[src/rtl/keypad_pkg.sv]
// Shared key codes, frame codes, position-to-key map and debounce FSM states.
// Latency: n/a (types, constants and a combinational helper only).
// Backpressure: n/a.
// Contents: K0..K9, K_SIGN, K_BKSP, K_CLR, K_ENTER, K_IGN (4-bit key codes);
//           K_NONE, K_INV (5-bit frame codes); key_map(); kp_state_t.
package keypad_pkg;

   localparam logic [3:0] K0 = 4'd0;
   localparam logic [3:0] K1 = 4'd1;
   localparam logic [3:0] K2 = 4'd2;
   localparam logic [3:0] K3 = 4'd3;
   localparam logic [3:0] K4 = 4'd4;
   localparam logic [3:0] K5 = 4'd5;
   localparam logic [3:0] K6 = 4'd6;
   localparam logic [3:0] K7 = 4'd7;
   localparam logic [3:0] K8 = 4'd8;
   localparam logic [3:0] K9 = 4'd9;
   localparam logic [3:0] K_SIGN  = 4'd10;
   localparam logic [3:0] K_BKSP  = 4'd11;
   localparam logic [3:0] K_CLR   = 4'd12;
   localparam logic [3:0] K_ENTER = 4'd13;
   localparam logic [3:0] K_IGN   = 4'd14;

   // Frame codes: 0..15 is the single pressed position r*4+c; bit 4 set
   // marks "no key" or "several keys" so they can never alias a position.
   localparam logic [4:0] K_NONE = 5'h10;
   localparam logic [4:0] K_INV  = 5'h11;

   typedef enum logic [1:0] {IDLE, PRESS_DB, HELD, REL_DB} kp_state_t;

   // Row-major keypad legend, position r*4+c to key code.
   function automatic logic [3:0] key_map(input logic [3:0] pos);
      logic [3:0] k;
      case (pos)
         4'd0:    k = K1;
         4'd1:    k = K2;
         4'd2:    k = K3;
         4'd3:    k = K_SIGN;
         4'd4:    k = K4;
         4'd5:    k = K5;
         4'd6:    k = K6;
         4'd7:    k = K_BKSP;
         4'd8:    k = K7;
         4'd9:    k = K8;
         4'd10:   k = K9;
         4'd11:   k = K_CLR;
         4'd13:   k = K0;
         4'd14:   k = K_ENTER;
         default: k = K_IGN;
      endcase
      return k;
   endfunction

endpackage

[src/rtl/keypad_scanner.sv]
// Column scanner: synchronises rows, rotates the low column, reduces each frame to one code.
// Latency: frame_code/frame_done registered one cycle after the last slot of column 3.
// Backpressure: none; frame_done is a free-running one-cycle pulse per 4*SCAN_DIV cycles.
// Ports: clk, rst (async, active-high); row_n[3:0] raw active-low rows in;
//        col_n[3:0] active-low column drive out; frame_done pulse; frame_code[4:0].
module keypad_scanner
   import keypad_pkg::*;
#(
   parameter int SCAN_DIV = 50000
)
(
   input  logic       clk,
   input  logic       rst,
   input  logic [3:0] row_n,
   output logic [3:0] col_n,
   output logic       frame_done,
   output logic [4:0] frame_code
);

   localparam int DW = (SCAN_DIV > 1) ? $clog2(SCAN_DIV) : 1;

   logic [3:0]    row_m;
   logic [3:0]    row_s;
   logic [DW-1:0] div_cnt;
   logic [1:0]    col;
   logic [1:0]    acc_n;     // low rows seen so far this frame, saturates at 2
   logic [3:0]    acc_pos;   // position of the single low row, if only one
   logic          slot_end;
   logic [2:0]    n_low;
   logic [2:0]    tot;
   logic [1:0]    r_idx;
   logic [3:0]    pos_nxt;

   assign slot_end = (div_cnt == DW'(SCAN_DIV - 1));
   assign col_n    = ~(4'b0001 << col);

   // Fold this column's sample into the running frame tally.
   always_comb begin
      n_low = 3'd0;
      r_idx = 2'd0;
      for (int r = 0; r < 4; r++) begin
         if (!row_s[r]) begin
            n_low = n_low + 3'd1;
            r_idx = 2'(r);
         end
      end
      tot     = {1'b0, acc_n} + n_low;
      pos_nxt = (n_low == 3'd1) ? {r_idx, col} : acc_pos;
   end

   always_ff @(posedge clk or posedge rst) begin
      if (rst) begin
         row_m      <= 4'hF;
         row_s      <= 4'hF;
         div_cnt    <= '0;
         col        <= 2'd0;
         acc_n      <= 2'd0;
         acc_pos    <= 4'd0;
         frame_done <= 1'b0;
         frame_code <= K_NONE;
      end else begin
         row_m      <= row_n;
         row_s      <= row_m;
         frame_done <= 1'b0;
         if (slot_end) begin
            div_cnt <= '0;
            col     <= col + 2'd1;
            if (col == 2'd3) begin
               frame_done <= 1'b1;
               frame_code <= (tot == 3'd0) ? K_NONE :
                             (tot == 3'd1) ? {1'b0, pos_nxt} : K_INV;
               acc_n      <= 2'd0;
               acc_pos    <= 4'd0;
            end else begin
               acc_n   <= (tot >= 3'd2) ? 2'd2 : tot[1:0];
               acc_pos <= pos_nxt;
            end
         end else begin
            div_cnt <= div_cnt + DW'(1);
         end
      end
   end

endmodule

[src/rtl/keypad_entry.sv]
// Keypad operand entry: debounces scanned keys and accumulates a signed 3-digit operand.
// Latency: action lands one cycle after the deciding frame's code is presented.
// Backpressure: none; valid is a one-cycle strobe, bin/sgn hold until the next edit key.
// Ports: clk, rst (async, active-high); col_n[3:0] out, row_n[3:0] in;
//        bin[7:0], sgn, ndig[1:0], err (sticky), valid (one-cycle strobe).
module keypad_entry
   import keypad_pkg::*;
#(
   parameter int SCAN_DIV = 50000,
   parameter int DEBOUNCE = 4
)
(
   input  logic       clk,
   input  logic       rst,
   output logic [3:0] col_n,
   input  logic [3:0] row_n,
   output logic [7:0] bin,
   output logic       sgn,
   output logic [1:0] ndig,
   output logic       err,
   output logic       valid
);

   localparam logic [3:0] DB = 4'(DEBOUNCE);

   logic        frame_done;
   logic [4:0]  frame_code;
   kp_state_t   state, state_nxt;
   logic [3:0]  cnt, cnt_nxt, cnt_inc;
   logic [4:0]  cand, cand_nxt;
   logic        fire;
   logic        done;      // an ENTER was accepted; next digit starts afresh
   logic [3:0]  key;
   logic [7:0]  base_bin;
   logic        base_sgn;
   logic [1:0]  base_ndig;
   logic [11:0] prod;

   keypad_scanner #(.SCAN_DIV(SCAN_DIV)) u_scan (
      .clk        (clk),
      .rst        (rst),
      .row_n      (row_n),
      .col_n      (col_n),
      .frame_done (frame_done),
      .frame_code (frame_code)
   );

   assign cnt_inc = cnt + 4'd1;

   always_ff @(posedge clk or posedge rst) begin
      if (rst) begin
         state <= IDLE;
         cnt   <= 4'd0;
         cand  <= K_NONE;
      end else begin
         state <= state_nxt;
         cnt   <= cnt_nxt;
         cand  <= cand_nxt;
      end
   end

   always_comb begin
      state_nxt = state;
      cnt_nxt   = cnt;
      cand_nxt  = cand;
      fire      = 1'b0;
      if (frame_done) begin
         case (state)
            IDLE: begin
               if (!frame_code[4]) begin
                  cand_nxt = frame_code;
                  cnt_nxt  = 4'd1;
                  if (DB == 4'd1) begin
                     fire      = 1'b1;
                     state_nxt = HELD;
                  end else begin
                     state_nxt = PRESS_DB;
                  end
               end
            end
            PRESS_DB: begin
               if (frame_code == cand) begin
                  cnt_nxt = cnt_inc;
                  if (cnt_inc == DB) begin
                     fire      = 1'b1;
                     state_nxt = HELD;
                  end
               end else begin
                  state_nxt = IDLE;
               end
            end
            HELD: begin
               // Any non-empty frame keeps us here: no repeat, second keys ignored.
               if (frame_code == K_NONE) begin
                  cnt_nxt   = 4'd1;
                  state_nxt = (DB == 4'd1) ? IDLE : REL_DB;
               end
            end
            REL_DB: begin
               if (frame_code == K_NONE) begin
                  cnt_nxt = cnt_inc;
                  if (cnt_inc == DB) state_nxt = IDLE;
               end else begin
                  state_nxt = HELD;
               end
            end
            default: state_nxt = IDLE;
         endcase
      end
   end

   // fire only occurs while frame_code still equals the debounced candidate.
   assign key       = key_map(frame_code[3:0]);
   assign base_bin  = done ? 8'd0 : bin;
   assign base_sgn  = done ? 1'b0 : sgn;
   assign base_ndig = done ? 2'd0 : ndig;
   assign prod      = ({4'd0, base_bin} << 3) + ({4'd0, base_bin} << 1) + {8'd0, key};

   always_ff @(posedge clk or posedge rst) begin
      if (rst) begin
         bin   <= 8'd0;
         sgn   <= 1'b0;
         ndig  <= 2'd0;
         err   <= 1'b0;
         done  <= 1'b0;
         valid <= 1'b0;
      end else begin
         valid <= 1'b0;
         if (fire) begin
            if (key <= K9) begin
               done <= 1'b0;
               sgn  <= base_sgn;
               if (base_ndig == 2'd3 || prod > 12'd255) begin
                  err  <= 1'b1;
                  bin  <= base_bin;
                  ndig <= base_ndig;
               end else begin
                  bin  <= prod[7:0];
                  ndig <= base_ndig + 2'd1;
               end
            end else begin
               case (key)
                  K_SIGN: begin
                     sgn  <= ~sgn;
                     done <= 1'b0;
                  end
                  K_BKSP: begin
                     done <= 1'b0;
                     if (ndig != 2'd0) begin
                        bin  <= bin / 8'd10;
                        ndig <= ndig - 2'd1;
                     end
                  end
                  K_CLR: begin
                     bin  <= 8'd0;
                     sgn  <= 1'b0;
                     ndig <= 2'd0;
                     err  <= 1'b0;
                     done <= 1'b0;
                  end
                  K_ENTER: begin
                     if (!err) begin
                        valid <= 1'b1;
                        done  <= 1'b1;
                     end
                  end
                  default: ;
               endcase
            end
         end
      end
   end

endmodule

[config.mk]
export PLATFORM = sky130hd
export DESIGN_NAME = keypad_entry
export DESIGN_NICKNAME = d
export VERILOG_FILES = /design/src/rtl/keypad_pkg.sv /design/src/rtl/keypad_scanner.sv /design/src/rtl/keypad_entry.sv
export SDC_FILE = /design/constraint.sdc
export NUM_CORES = 1
export LEC_CHECK = 0
export ABC_AREA = 1
export CAP_MARGIN = 20
export CORE_MARGIN = 2
export CORE_UTILIZATION = 30
export CTS_BUF_LIST = sky130_fd_sc_hd__clkbuf_4 sky130_fd_sc_hd__clkbuf_8
export DETAILED_ROUTE_END_ITERATION = 7
export GPL_TIMING_DRIVEN = 0
export MAX_ROUTING_LAYER = met4
export PLACE_DENSITY_LB_ADDON = 0.2
export SLEW_MARGIN = 10
export SYNTH_ARGS = -nofsm -noshare
export SYNTH_HDL_FRONTEND = slang
export SYNTH_HIERARCHICAL = 1
export SYNTH_SLANG_ARGS = --single-unit
[constraint.sdc]
create_clock -name clk -period 3.3 [get_ports clk]
set_input_delay 0.33 -clock clk [delete_from_list [all_inputs] [get_ports clk]]
set_output_delay 0.33 -clock clk [all_outputs]
set_load 0.1 [all_outputs]
==> out/results.ini, run 1 <==
[power]
power_switching_mw = 0.375
power.total_mw = 1.45
pwr-share-seq_pct = 54.0
switching_share_pct = 25.8
pwr-share-comb_pct = 5.0
p_int_mw = 1.08
leakage_nw = 2.64
share_clk_of_total_power_pct = 41.0
power_density_mw_per_mm2 = 274
ir_drop_mv = 0.178

[global_route]
grt_pass1_wl_um = 16400
globalRouteOverflowTotal = 0
grt_start_max_net_pins = 39
antenna_found_initial = 0
grt_util_all_layers_pct = 12.9
grt_pass1_vias = 3643

[final_layout]
fillCellCount = 1543
mostFrequentLayoutCells = 113 x nand2_1, 83 x inv_1, 62 x nor2_1
final_nets = 663
drive_above_1_share_pct = 20.7
layout_commonest_cell = nand2_1
finalInstanceArea_mm2 = 0.00531
n_antenna_cell = 0
syn_to_final_growth_pct = 19.3

[critical_path]
worstPathMaxFanout = 8
reg2reg_slack_ns = 0.18
crit_path_end_kind = register
cpPeakStageDelay_ns = 0.49
worstSetupPathType = reg -> reg
crit_buf_inv = 6
worst_setup_path_start_kind = register
critical-path-slowest-cell = fa_1
crit_family = adder cells
cp.required_ns = 3.53
crit_chain = buf_6 > ha_4 > nand2_4 > inv_4 > o21ai_4 > inv_2 > fa_1 > fa_2 > inv_2 > nand4_1 > nand3_2 > nand2_1 > nand3b_1 > nor2_2 > nand2_4 > inv_4 > buf_6 > o211ai_1 > a22oi_1
arrival_ns = 3.34

[sta]
rsz0062_at_grt = yes
finClkSkew_ns = 0.00550
finalSetupViolations = 0
setup_slack_ns = 0.184
hold_viol_final = 0
slew_violations = 0
fin_setup_tns_ns = 0
period_minus_slack_ns = 3.12
slew_headroom_pct = 34.3
max_freq_mhz = 321
min_period_over_period_pct = 94.4
tightest_slew_ns = 0.982

[clock_network]
cts_buffers = 9
cts.reportedPaths.clkPinSlew_ns = 0.07
cts_sinks = 63
cts.htree.levels = 3
clk_latency_ns = 0.35
cts_hold_buf = 0
cts_tree = built
clock-root-buffer = clkbuf_8
clockBufferDepth = 2

[logic_synthesis]
yosysSeqAreaShare_pct = 35.7
yosys_register_bits = 63
yosys_most_used_dff = dfrtp_1
synth_edf_count = 0
ys_warn_count = 6
syn_area_per_cell_um2 = 7.72
synth_cell_types = 46
async_reset_ff_share_pct = 100
synthCells = 576
syn-num-nets = 617
syn-cell-area_mm2 = 0.00445

[place]
placed_area_mm2 = 0.00490
gp_congestion = 0.838
place_ws_ns = -0.400
dp_hpwl_um = 7380
portBuffers = 22

[drt]
wl_per_cell_um = 12.0
drt-total-wl_um = 9730
first_pass_iters = 4
num_vias = 3788
viasPerCell = 4.67
route.detailed.drc = 0
drt-initial-drc-count = 207
ant_nets = 0

[job]
cap_violations = 0

[die]
die-height_um = 126
initial_core_util_pct = 30.6
fp.dieW_um = 126
pin_count = 23
die_area_mm2 = 0.0158
rows = 44
core_mm2 = 0.0145

[run_status]
status = complete, no violations

[hold_path]
hp-class = in -> async

[cells in the mapped netlist, types with 2 or more instances]
library cell  instances  area [um^2]
o21ai_1               6         30.0
o21ai_0              19         95.1
nor4_1                3         18.8
o21ai_4               2         32.5
nand2_4               2         22.5
nor3_2                3         30.0
nand2_1             116          435
dfstp_2              10          263
a31oi_1               3         18.8
a21oi_1              20          100
o31ai_1               2         15.0
xor2_1               15          131
nor2_1               63          236
o211ai_1              6         45.0
nand3_1              35          175
nor2_2                9         56.3
fa_1                  3         60.1
dfrtp_1              53         1330
nand2_2              16          100
nand3b_1              2         15.0
ha_1                 32          400
inv_1                89          334
nor2_4                6         67.6
nand4_1               8         50.1
a22oi_1               3         22.5
nor3_1                8         40.0
inv_2                12         45.0
nand3_2               8         80.1
xnor2_1               5         43.8
[worst paths after layout]
path,start,to,cells past startpoint
max,u_scan/frame_code[0],bin[3],19
min,rst,bin[1],2
max reg2reg,u_scan/frame_code[0],bin[3],19
min reg2reg,u_scan/row_m[3],u_scan/row_s[3],0
max in group asynchronous,rst,u_scan/frame_code[1],2
min in group clk,u_scan/row_m[3],u_scan/row_s[3],0
[sequential cells by signal, summed over array words and instances, names as in the netlist, 4 cells and up]
signal,cells
bin,8
cand,5
cnt,4
u_scan/acc_pos,4
u_scan/div_cnt,16
u_scan/frame_code,5
u_scan/row_m,4
u_scan/row_s,4
[cells by family after synthesis]
family	synth area share, %
buffers and inverters	9.06
xor gates and xnor gates	3.94
and+or+nand+nor	30.3
adders and majority gates	10.4
AOI/OAI and AO/OA	10.6
DFF	35.7
[layer usage]
layer  GRT usage [%]  part of all wire [%]
met3            3.44                   3.6
met4            3.49                   1.3
met2            21.5                    49
met5               -                     0
met1            15.5                    46
[layout make-up]
cell class | count | area (um^2) | share of cell area, %
flip-flops and latches | 63 | 1600 | 30.1
multi-input cells | 408 | 2550 | 48.0
clock buffers | 9 | 124 | 2.33
inverters | 102 | 390 | 7.36
plain buffers | 3 | 27.5 | 0.519
well taps | 184 | 230 | 4.34
clock inverters | 7 | 50.0 | 0.943
repair buffers | 35 | 339 | 6.39
[per-stage QoR]
step | util [%] | hold slack [ns] | std cells
6_report | 36.5 | 0.359 | 811
3_3_place_gp | 33.7 | 0.346 | 782
2_1_floorplan | - | 0.334 | 576
4_1_cts | 35.3 | 0.359 | 804
5_1_grt | 36.5 | 0.358 | 811
3_5_place_dp | 33.7 | 0.350 | 782
[power groups by stage]
stage	sequential [mW]	combinational [mW]	clock [mW]
6_report	0.784	0.0727	0.594
5_1_grt	0.785	0.0845	0.658
4_1_cts	0.784	0.0712	0.625
3_5_place_dp	0.799	0.0711	0
3_3_place_gp	0.798	0.0694	0
2_1_floorplan	0.798	0.0520	0
[timing repair]
item                                    in CTS  in global routing
buffers inserted                             6                  5
gates cloned                                 0                  1
pin swaps                                    3                 14
gates resized for setup                      6                 30
endpoints found under the setup margin      11                 11
Note: power is estimated with default switching activity, not from simulation.
==> run 2: changes to the inputs <==
CAP_MARGIN = default   (was 20)
==> run 2 against run 1 <==
Against the previous run: worst hold slack about the same; count of clock-buffer cells in the layout unchanged; clock skew barely moved; critical path type unchanged; critical endpoint unchanged.
==> out/results.ini, run 2 (synthesis gave the netlist of run 1 again) <==
[die]
fp.dieW_um = 126  ; unchanged
die-height_um = 126  ; unchanged
die_area_mm2 = 0.0158  ; unchanged
pin_count = 23  ; unchanged
initial_core_util_pct = 30.6  ; unchanged
core_mm2 = 0.0145  ; unchanged
rows = 44  ; unchanged

[power]
power.total_mw = 1.45  ; -0.37%
power_density_mw_per_mm2 = 274  ; +0.15%
ir_drop_mv = 0.178  ; about the same
leakage_nw = 2.63  ; -0.48%

[clock_network]
cts_tree = built
clockBufferDepth = 2  ; unchanged
clock-root-buffer = clkbuf_8
cts.reportedPaths.clkPinSlew_ns = 0.07  ; about the same
cts.htree.levels = 3  ; unchanged
cts_sinks = 63  ; unchanged
cts_hold_buf = 0  ; unchanged
cts_buffers = 9  ; unchanged
clk_latency_ns = 0.35  ; about the same

[global_route]
globalRouteOverflowTotal = 0  ; unchanged
grt_start_max_net_pins = 39  ; unchanged
grt_pass1_wl_um = 16400  ; unchanged
grt_util_all_layers_pct = 12.9  ; unchanged
grt_pass1_vias = 3643  ; unchanged
antenna_found_initial = 0  ; unchanged

[sta]
finClkSkew_ns = 0.00548  ; -0.0000151 ns
finalSetupViolations = 0  ; unchanged
hold_viol_final = 0  ; unchanged
rsz0062_at_grt = yes
slew_headroom_pct = 31.6  ; -2.7 points
fin_setup_tns_ns = 0  ; unchanged
slew_violations = 0  ; unchanged
min_period_over_period_pct = 94.4  ; about the same
max_freq_mhz = 321  ; about the same
period_minus_slack_ns = 3.12  ; +0.000227 ns
tightest_slew_ns = 1.02  ; +0.0423 ns

[final_layout]
layout_commonest_cell = nand2_1
fillCellCount = 1545  ; +0.13%
fin_util_pct = 36.3  ; -0.19 points
reg_top3 = u_scan/div_cnt (16), bin (8)
final_nets = 662  ; -0.15%
multi_input_area_mm2 = 0.00255  ; unchanged
syn_to_final_growth_pct = 18.7
drive_above_1_share_pct = 20.6  ; -0.13 points
regMostFlops = u_scan/div_cnt
mostFrequentLayoutCells = 113 x nand2_1, 83 x inv_1, 62 x nor2_1
largest_reg_flops = 16  ; unchanged
n_antenna_cell = 0  ; unchanged
seq_area_mm2 = 0.00160  ; unchanged

[critical_path]
cp.required_ns = 3.52  ; about the same
cpPeakStageDelay_ns = 0.49  ; about the same
critical-path-slowest-cell = fa_1
crit_chain = buf_6 > ha_4 > nand2_4 > inv_4 > o21ai_4 > inv_2 > fa_1 > fa_2 > inv_2 > nand4_1 > nand3_2 > nand2_1 > nand3b_1 > nor2_2 > nand2_4 > inv_4 > buf_6 > o211ai_1 > a22oi_1
worstPathMaxFanout = 8  ; unchanged
worstSetupPathType = reg -> reg
worst_setup_path_start_kind = register
crit_path_end_kind = register
arrival_ns = 3.34  ; about the same

[drt]
drt-initial-drc-count = 221  ; +6.8%
drt-total-wl_um = 9720  ; about the same
ant_nets = 0  ; unchanged
wl_per_cell_um = 12.0  ; about the same
num_vias = 3790  ; +0.053%
first_pass_iters = 5  ; +1
viasPerCell = 4.68  ; +0.18%
route.detailed.drc = 0  ; unchanged

[hold_path]
hp-class = reg -> reg

[job]
cap_violations = 0  ; unchanged

[place]
dp_hpwl_um = 7380  ; unchanged
portBuffers = 22  ; unchanged
gp_congestion = 0.838  ; unchanged

[run_status]
status = complete, no violations

run 2: layout make-up:
class                      instances  area share, %
clock buffer                       9           2.35
inverter                         102           7.40
timing repair buffer              34           5.90
multi-input combinational        408           48.3
buffer                             3          0.522
tap                              184           4.36
sequential                        63           30.2
clock inverter                     7          0.948
run 2: power breakdown:
| part | switching (mW) | internal, mW |
|---|---|---|
| combinational | 0.0472 | 0.0213 |
| clock | 0.322 | 0.271 |
| sequential | 0.00348 | 0.781 |
| total | 0.372 | 1.07 |
run 2: path summary, 6_finish.rpt:
kind                            slack, ns  cells after the start                  to                 start
worst max-delay path                 0.18                     19              bin[3]  u_scan/frame_code[0]
worst min-delay path                 0.36                      0     u_scan/row_s[3]       u_scan/row_m[3]
worst max register to register       0.18                     19              bin[3]  u_scan/frame_code[0]
worst min register to register       0.36                      0     u_scan/row_s[3]       u_scan/row_m[3]
max in group asynchronous            2.03                      2              bin[4]                   rst
min in group asynchronous            0.48                      2  u_scan/div_cnt[12]                   rst
run 2: per-stage QoR:
stage	hold slack [ns]	worst slack (ns)	instances	area [um^2]
CTS	0.359	0.0232	804	5130
global placement	0.346	-0.386	782	4900
detailed placement	0.350	-0.400	782	4900
finish	0.359	0.184	810	5280
global route	0.358	-0.0334	810	5280
floorplan	0.334	0.0135	576	4450
run 2: critical path: cells and delay by family (launching register included):
family          cells  cell delay, ns
flops               1            0.45
simple gates        7            0.60
compound gates      3            0.43
buf+inv             6            0.48
fa+ha+maj           3            1.02
run 2: metal layers:
| metal | share of wire (%) | track usage (%) | vias up |
|---|---|---|---|
| li1 | - | - | 1939 |
| met1 | 46 | 15.5 | 1778 |
| met2 | 49 | 21.5 | 60 |
| met3 | 3.3 | 3.44 | 13 |
| met4 | 1.6 | 3.49 | 0 |
| met5 | 0 | - | - |
run 2: repair_timing:
item	4_1_cts	5_1_grt
setup endpoints to repair	11	11
cloned	0	1
gates resized for setup	6	30
endpoints found under the hold margin	0	0
pin swaps	3	14
buffers inserted	6	5
